[src/rtl/uart_ascii_rx.sv]
// rtl/uart_ascii_rx.sv - 8N1 UART receiver forwarding displayable ASCII characters
// Mid-bit sampling from a half-bit start check; a low stop bit parks in WAIT_HIGH so a break never decodes.
module uart_ascii_rx #(
    parameter int p_clks_per_bit = 434,
    parameter bit p_filter       = 1'b1
) (
    input  logic       clk,
    input  logic       rst,
    input  logic       rx,
    output logic [7:0] ascii,
    output logic       ascii_val,
    output logic       frame_err
);

    localparam int lp_cw = $clog2(p_clks_per_bit);
    localparam logic [lp_cw-1:0] lp_half = lp_cw'(p_clks_per_bit / 2 - 1);
    localparam logic [lp_cw-1:0] lp_last = lp_cw'(p_clks_per_bit - 1);

    typedef enum logic [2:0] {
        S_IDLE,
        S_START,
        S_DATA,
        S_STOP,
        S_WAIT_HIGH
    } state_t;

    state_t            r_state;
    state_t            w_state_nxt;
    logic              r_sync1;
    logic              r_sync2;
    logic [lp_cw-1:0]  r_cnt;
    logic [lp_cw-1:0]  w_cnt_nxt;
    logic [2:0]        r_idx;
    logic [2:0]        w_idx_nxt;
    logic [7:0]        r_shift;
    logic [7:0]        w_shift_nxt;
    logic [7:0]        r_ascii;
    logic              r_ascii_val;
    logic              r_frame_err;
    logic              w_accept;
    logic              w_ferr;
    logic              w_pass;
    logic              w_srx;

    assign w_srx = r_sync2;

    // Backspace, line feed and carriage return are let through alongside printable codes.
    assign w_pass = (p_filter == 1'b0)
                 || ((r_shift >= 8'h20) && (r_shift <= 8'h7E))
                 || (r_shift == 8'h08) || (r_shift == 8'h0A) || (r_shift == 8'h0D);

    always_ff @(posedge clk or negedge rst) begin
        if (!rst) begin
            r_sync1     <= 1'b1;
            r_sync2     <= 1'b1;
            r_state     <= S_IDLE;
            r_cnt       <= '0;
            r_idx       <= 3'd0;
            r_shift     <= 8'h00;
            r_ascii     <= 8'h00;
            r_ascii_val <= 1'b0;
            r_frame_err <= 1'b0;
        end else begin
            r_sync1     <= rx;
            r_sync2     <= r_sync1;
            r_state     <= w_state_nxt;
            r_cnt       <= w_cnt_nxt;
            r_idx       <= w_idx_nxt;
            r_shift     <= w_shift_nxt;
            r_ascii_val <= w_accept;
            r_frame_err <= w_ferr;
            if (w_accept) begin
                r_ascii <= r_shift;
            end
        end
    end

    always_comb begin
        w_state_nxt = r_state;
        w_cnt_nxt   = r_cnt;
        w_idx_nxt   = r_idx;
        w_shift_nxt = r_shift;
        w_accept    = 1'b0;
        w_ferr      = 1'b0;
        case (r_state)
            S_IDLE: begin
                if (!w_srx) begin
                    w_cnt_nxt   = '0;
                    w_state_nxt = S_START;
                end
            end
            S_START: begin
                if (r_cnt == lp_half) begin
                    w_cnt_nxt = '0;
                    if (w_srx) begin
                        w_state_nxt = S_IDLE;
                    end else begin
                        w_idx_nxt   = 3'd0;
                        w_state_nxt = S_DATA;
                    end
                end else begin
                    w_cnt_nxt = r_cnt + 1'b1;
                end
            end
            S_DATA: begin
                if (r_cnt == lp_last) begin
                    w_shift_nxt = {w_srx, r_shift[7:1]};
                    w_cnt_nxt   = '0;
                    w_idx_nxt   = r_idx + 3'd1;
                    if (r_idx == 3'd7) begin
                        w_state_nxt = S_STOP;
                    end
                end else begin
                    w_cnt_nxt = r_cnt + 1'b1;
                end
            end
            S_STOP: begin
                if (r_cnt == lp_last) begin
                    w_cnt_nxt = '0;
                    if (w_srx) begin
                        w_accept    = w_pass;
                        w_state_nxt = S_IDLE;
                    end else begin
                        w_ferr      = 1'b1;
                        w_state_nxt = S_WAIT_HIGH;
                    end
                end else begin
                    w_cnt_nxt = r_cnt + 1'b1;
                end
            end
            S_WAIT_HIGH: begin
                if (w_srx) begin
                    w_state_nxt = S_IDLE;
                end
            end
            default: begin
                w_state_nxt = S_IDLE;
            end
        endcase
    end

    assign ascii     = r_ascii;
    assign ascii_val = r_ascii_val;
    assign frame_err = r_frame_err;

endmodule
[config.mk]
export PLATFORM = sky130hd
export DESIGN_NAME = uart_ascii_rx
export DESIGN_NICKNAME = d
export VERILOG_FILES = /design/src/rtl/uart_ascii_rx.sv
export SDC_FILE = /design/constraint.sdc
export NUM_CORES = 1
export LEC_CHECK = 0
export CAP_MARGIN = 20
export CORE_UTILIZATION = 50
export CTS_CLUSTER_SIZE = 25
export DETAILED_ROUTE_END_ITERATION = 8
export GPL_TIMING_DRIVEN = 0
export PLACE_DENSITY = 0.73
export SLEW_MARGIN = 10
export SYNTH_ARGS = -nofsm -noshare
export SYNTH_HDL_FRONTEND = slang
export SYNTH_SLANG_ARGS = --single-unit
[constraint.sdc]
create_clock -name clk -period 1.9 [get_ports clk]
set_input_delay 0.19 -clock clk [delete_from_list [all_inputs] [get_ports clk]]
set_output_delay 0.19 -clock clk [all_outputs]
set_load 0.1 [all_outputs]
Yosys cells after proc, flatten, opt, wreduce, memory -nomap -nowiden
Index checks and enable logic that the tools add are counted.
{"block": "totals", "regBits": 35, "latch_bits": 0, "ram_bits": 0, "mem_bits_ro": 0, "input_bits": 3, "out_inout_bits": 10, "elab_cells": 65, "mem_count": 0}
{"block": "classes", "n_addsub": 2, "mul": 0, "div": 0, "magnitude_cmp": 2, "n_eq_ne": 17, "shifts": 0, "n_mux": 23, "n_bitwise": 0, "reduce_logical": 12}
{"op": "$mux 3", "n": 10}
{"op": "$mux 9", "n": 3}
{"op": "$pmux 9 s3", "n": 1}
{"op": "$eq 8x4->1 const B", "n": 3}
{"op": "$pmux 3 s5", "n": 1}
{"op": "$ne 2x2->1 const B", "n": 7}
{"op": "$add 9x1->9 const B", "n": 1}
{"op": "$eq 9x8->1 const B", "n": 1}
{"op": "$eq 9x9->1 const B", "n": 1}
{"op": "$ge 8x6->1 const B", "n": 1}
{"op": "$le 8x7->1 const B", "n": 1}
{"op": "$eq 3x2->1 const B", "n": 2}
{"op": "$eq 3x3->1 const B", "n": 2}
{"op": "$mux 1", "n": 6}
{"op": "$pmux 3 s2", "n": 1}
{"op": "$reduce_and 6->1", "n": 1}
{"op": "$reduce_and 2->1", "n": 2}
{"op": "$reduce_and 4->1", "n": 1}
{"op": "$add 3x1->3 const B", "n": 1}
{"op": "$eq 3x1->1 const B", "n": 1}
{"op": "$logic_not 3->1", "n": 1}
{"op": "$logic_or 1x1->1", "n": 3}
{"op": "$reduce_bool 3->1", "n": 1}
{"op": "$mux 2", "n": 1}
{"op": "3 further kinds", "n": 3}

Longest topological paths before layout
Gate-level depths: netlist (run 1).
{"block": "logic_depth", "ltp_word": 8, "depth_mapped": 7, "mapped_depth_nobuf": 6}

Least setup slack after synthesis (run 1)
OpenSTA, ideal clock, no wires.
{"block": "synth_timing", "path_kind": "reg2reg", "startpoint": "reg r_cnt[1]", "endpoint": "reg r_ascii[0], in the netlist ascii[0]", "setup_time_ns": 0.125, "arrival_ns": 1.882, "required_ns": 1.775, "slack_ns": -0.107, "stages_incl_launch_ff": 8, "n_path_buf": 1, "period_less_slack_ns": 2.007, "path_cell_list": "dfrtp_1 -> inv_1 -> ha_1 -> and4bb_1 -> buf_4 -> nand4_4 -> a2111oi_4 -> mux2_2"}
{"block": "synth_via", "elab_chain_len": 3}
{"element": "start: declaration", "line": "31", "rtl": "logic [lp_cw-1:0] r_cnt;"}
{"element": "start signal: assignment", "line": "67", "rtl": "r_cnt <= w_cnt_nxt;"}
{"element": "$eq 9x9->1", "line": "118", "rtl": "if (r_cnt == lp_last) begin"}
{"element": "$mux 1", "line": "118"}
{"element": "$mux 1", "line": "85", "rtl": "case (r_state)"}
{"element": "end signal: assignment", "line": "73", "rtl": "r_ascii <= r_shift;"}
{"element": "end: declaration", "line": "37", "rtl": "logic [7:0] r_ascii;"}
Every way passes these cells.
A chain may end at the register's enable or synchronous reset.

Worst setup path after layout (run 1)
{"block": "layout_timing", "startpoint": "reg r_cnt[2]", "endpoint": "reg r_ascii[1], in the netlist ascii[1]"}
The elaborated chain is that of the path after synthesis.

==> results of run 1 <==
[logic make-up (layout without fill, tap and decap cells)]
group / count (synthesis) / after routing / share of synthesized area, %
fa+ha+maj: 5 / 5 / 3.64
xor+xnor: 2 / 2 / 1.02
mux: 15 / 15 / 9.84
compound gates: 33 / 33 / 13.6
flops: 35 / 35 / 51.2
buf+inv: 8 / 39 / 2.19
simple gates: 55 / 55 / 18.6
[synthesized netlist by cell type (2+ instances only)]
cell type and number:
nor3_1 4, dfrtp_1 33, xnor2_1 2, inv_1 4
mux2_2 15, o211ai_1 3, or3b_2 2, nand3_1 5
buf_4 2, nand2b_1 4, a22o_1 3, nand2_1 17
ha_1 5, and2b_1 2, nor2b_1 2, dfstp_2 2
a311oi_1 2, clkbuf_1 2, a21oi_1 7, o21ai_0 10
o22ai_1 2, nor2_1 7, nand4b_1 2
[through the flow]
stage,cells,util (%)
floorplan,153,-
global placement,209,60.0
detailed placement,209,59.8
CTS,225,65.3
global route,228,67.4
finish,228,67.4
[power breakdown]
part           switching [W]  internal, W  total [W]  leakage (nW)
registers         0.00000309     0.000748   0.000751         0.466
clock network       0.000222     0.000144   0.000366        0.0293
logic              0.0000159   0.00000521  0.0000211         0.507
total               0.000241     0.000898    0.00114          1.00
[final timing paths]
kind | cells past startpoint | endpoint | start
worst max-delay path | 6 | ascii[1] | r_cnt[2]
worst min-delay path | 1 | r_sync1 | rx
worst max register to register | 6 | ascii[1] | r_cnt[2]
worst min register to register | 0 | r_sync2 | r_sync1
max in group asynchronous | 2 | r_cnt[0] | rst
min in group asynchronous | 2 | r_shift[2] | rst
[cells in the final DEF, fill, tap and decap left out, drive strengths merged, types with 7 or more instances in the layout]
| master | synthesis | final |
|---|---|---|
| dlygate4sd2 | 0 | 10 |
| clkbuf | 2 | 8 |
| a21oi | 7 | 7 |
| mux2 | 15 | 15 |
| nor2 | 7 | 7 |
| o21ai | 10 | 10 |
| buf | 2 | 14 |
| nand2 | 17 | 17 |
| dfrtp | 33 | 33 |
[registers in the layout, summed over array words and instances (netlist names)]
name / count
r_cnt: 9
r_sync1: 1
ascii_val: 1
frame_err: 1
ascii: 8
r_sync2: 1
r_shift: 8
r_state: 3
r_idx: 3
[final cells by class]
| type | count | area [um2] | area share, % |
|---|---|---|---|
| multi-input combinational | 110 | 896 | 42.1 |
| buffer | 3 | 22.5 | 1.06 |
| clock buffer | 7 | 45.0 | 2.12 |
| clock inverter | 1 | 5.00 | 0.235 |
| timing repair buffer | 24 | 208 | 9.77 |
| sequential | 35 | 880 | 41.4 |
| tap | 44 | 55.1 | 2.59 |
| inverter | 4 | 15.0 | 0.706 |
[critical path: stages, from the launching register on]
cell and delay (ps):
dfrtp_1 480, and4b_1 300, buf_4 180, nand4_4 110
a2111oi_4 220, buf_4 210, mux2_4 300
[timing repair]
action                                 in CTS  in global routing
hold buffers                                1                  0
setup buffers                               7                  4
endpoints found under the hold margin      33                  0
setup endpoints to repair                  37                 19
pin swaps                                   2                  3
gates resized for setup                    24                  8
[metal layers]
metal	wire (um)	vias to the layer above	share of wire, %
li1	-	618	-
met1	1630	634	46
met2	1760	33	49
met3	136	4	3.8
met4	29	0	0.81
met5	0	-	0
==> flow_summary_export.csv, run 1 <==
group,metric,value,unit
final_layout,syn_to_final_growth,23.8,%
clocking,ctsRootBufferMaster,"clkbuf_4",
synth,ys_top_cells_by_area,"dfrtp_1, mux2_2, nand2_1",
sta,setup_viol,6,
sta,fin_skew,4.27,ps
final_layout,final_area,2130,um2
grt,first_global_vias,1243,
placement,post_dp_cell_area,1890,um2
sta,worst_slew_pin_slew,961,ps
placement,portBuffers,12,
clocking,cts-htree-levels,2,
floorplan,rows,20,
critical_path,critPathKind,"reg -> reg",
route,drt-wirelength-per-cell,15.6,um
critical_path,rrSetupSlack,-30,ps
pwr,finalPower,0.00114,W
clocking,cts_tree,"yes",
route,drtAntennaViolNets,0,
sta,rsz0062_at_grt,"yes",
sta,maxSlewHeadroom,36.2,%
pwr,ir_drop,383,uV
pwr,leakage,1.00,nW
grt,grt_start_max_net_pins,36,
synth,synth-edff-count,0,
floorplan,die_w,60.6,um
grt,met1_usage,29.4,%
route,num_vias,1289,
sta,fmax,0.519,GHz
synth,syn_area_per_cell,11.2,um2
clocking,cts_buffers,5,
clocking,clockBufferDepth,2,
clocking,clk_latency,320,ps
sta,maxSlewViolCount,0,
final_layout,fillers,244,
synth,syn_inst,153,
synth,async_reset_ff_share,100,%
outcome,status,"finished with violations",
route,wirelength,3560,um
synth,ys_types,39,
critical_path,worstPathArrival,2140,ps
synth,ys_warn_count,0,
sta,min_period_over_period,101,%
synth,synth_seq_cells,35,
grt,globalRouteMet3Util,5.97,%
pwr,power_per_cell_area,536,nW/um2
hold_path,holdCritPathClass,"in -> reg",
clocking,cts.sinks,35,
final_layout,num_antenna_cells,0,
outcome,violations,"negative setup slack",
clocking,clk_pin_slew,90,ps
placement,dpl_worst_slack,-315,ps
grt,busiest_layer,"met2",
synth,yosysTopAreaCellShare,48.1,%
final_layout,drive_gt1_share,27.7,%
critical_path,worstPathMaxFanout,7,
synth,synth.largest_area_cell,"dfrtp_1",
sta,holdWs,280,ps
route,via_per_inst,5.65,
floorplan,core_region_area,3150,um2
route,drc,0,
floorplan,start_util,54.4,%
grt,grt_pass1_wl,5880,um
run,max_cap_viol_count,0,
grt,grtUsageTotal,22.1,%
synth,synth_ff_type,"dfrtp_1",
synth,syn_area,1720,um2
placement,gp_congestion,0.821,
grt,met2_usage,34.9,%
sta,hold_viol,0,
route,first_pass_iters,5,
grt,antenna_found_initial,0,
final_layout,nNetsFinal,191,
synth,synth_nets,161,
floorplan,dieHeight,60.6,um
floorplan,die_area,3670,um2
critical_path,end_kind,"flip-flop",
route,drt_first_iter_violations,77,
placement,dp_hpwl,2210,um
critical_path,critical_path_required,2110,ps
sta,finalWorstSetupSlack,-26.2,ps
synth,synth-seq-area-share,51.2,%
sta,min_period,1930,ps
grt,grt_overflow,0,
sta,fin_tns_setup,-98.9,ps
floorplan,ioPinCount,13,
critical_path,cp-start-kind,"flip-flop",
(Power assumes the default switching activity.)
==> run 2, diff against run 1 <==
Settings changed: CTS_CLUSTER_SIZE 25 to 28.
==> results of run 2 <==
Same layout as run 1: the final DEF is identical, and so are final timing and power.
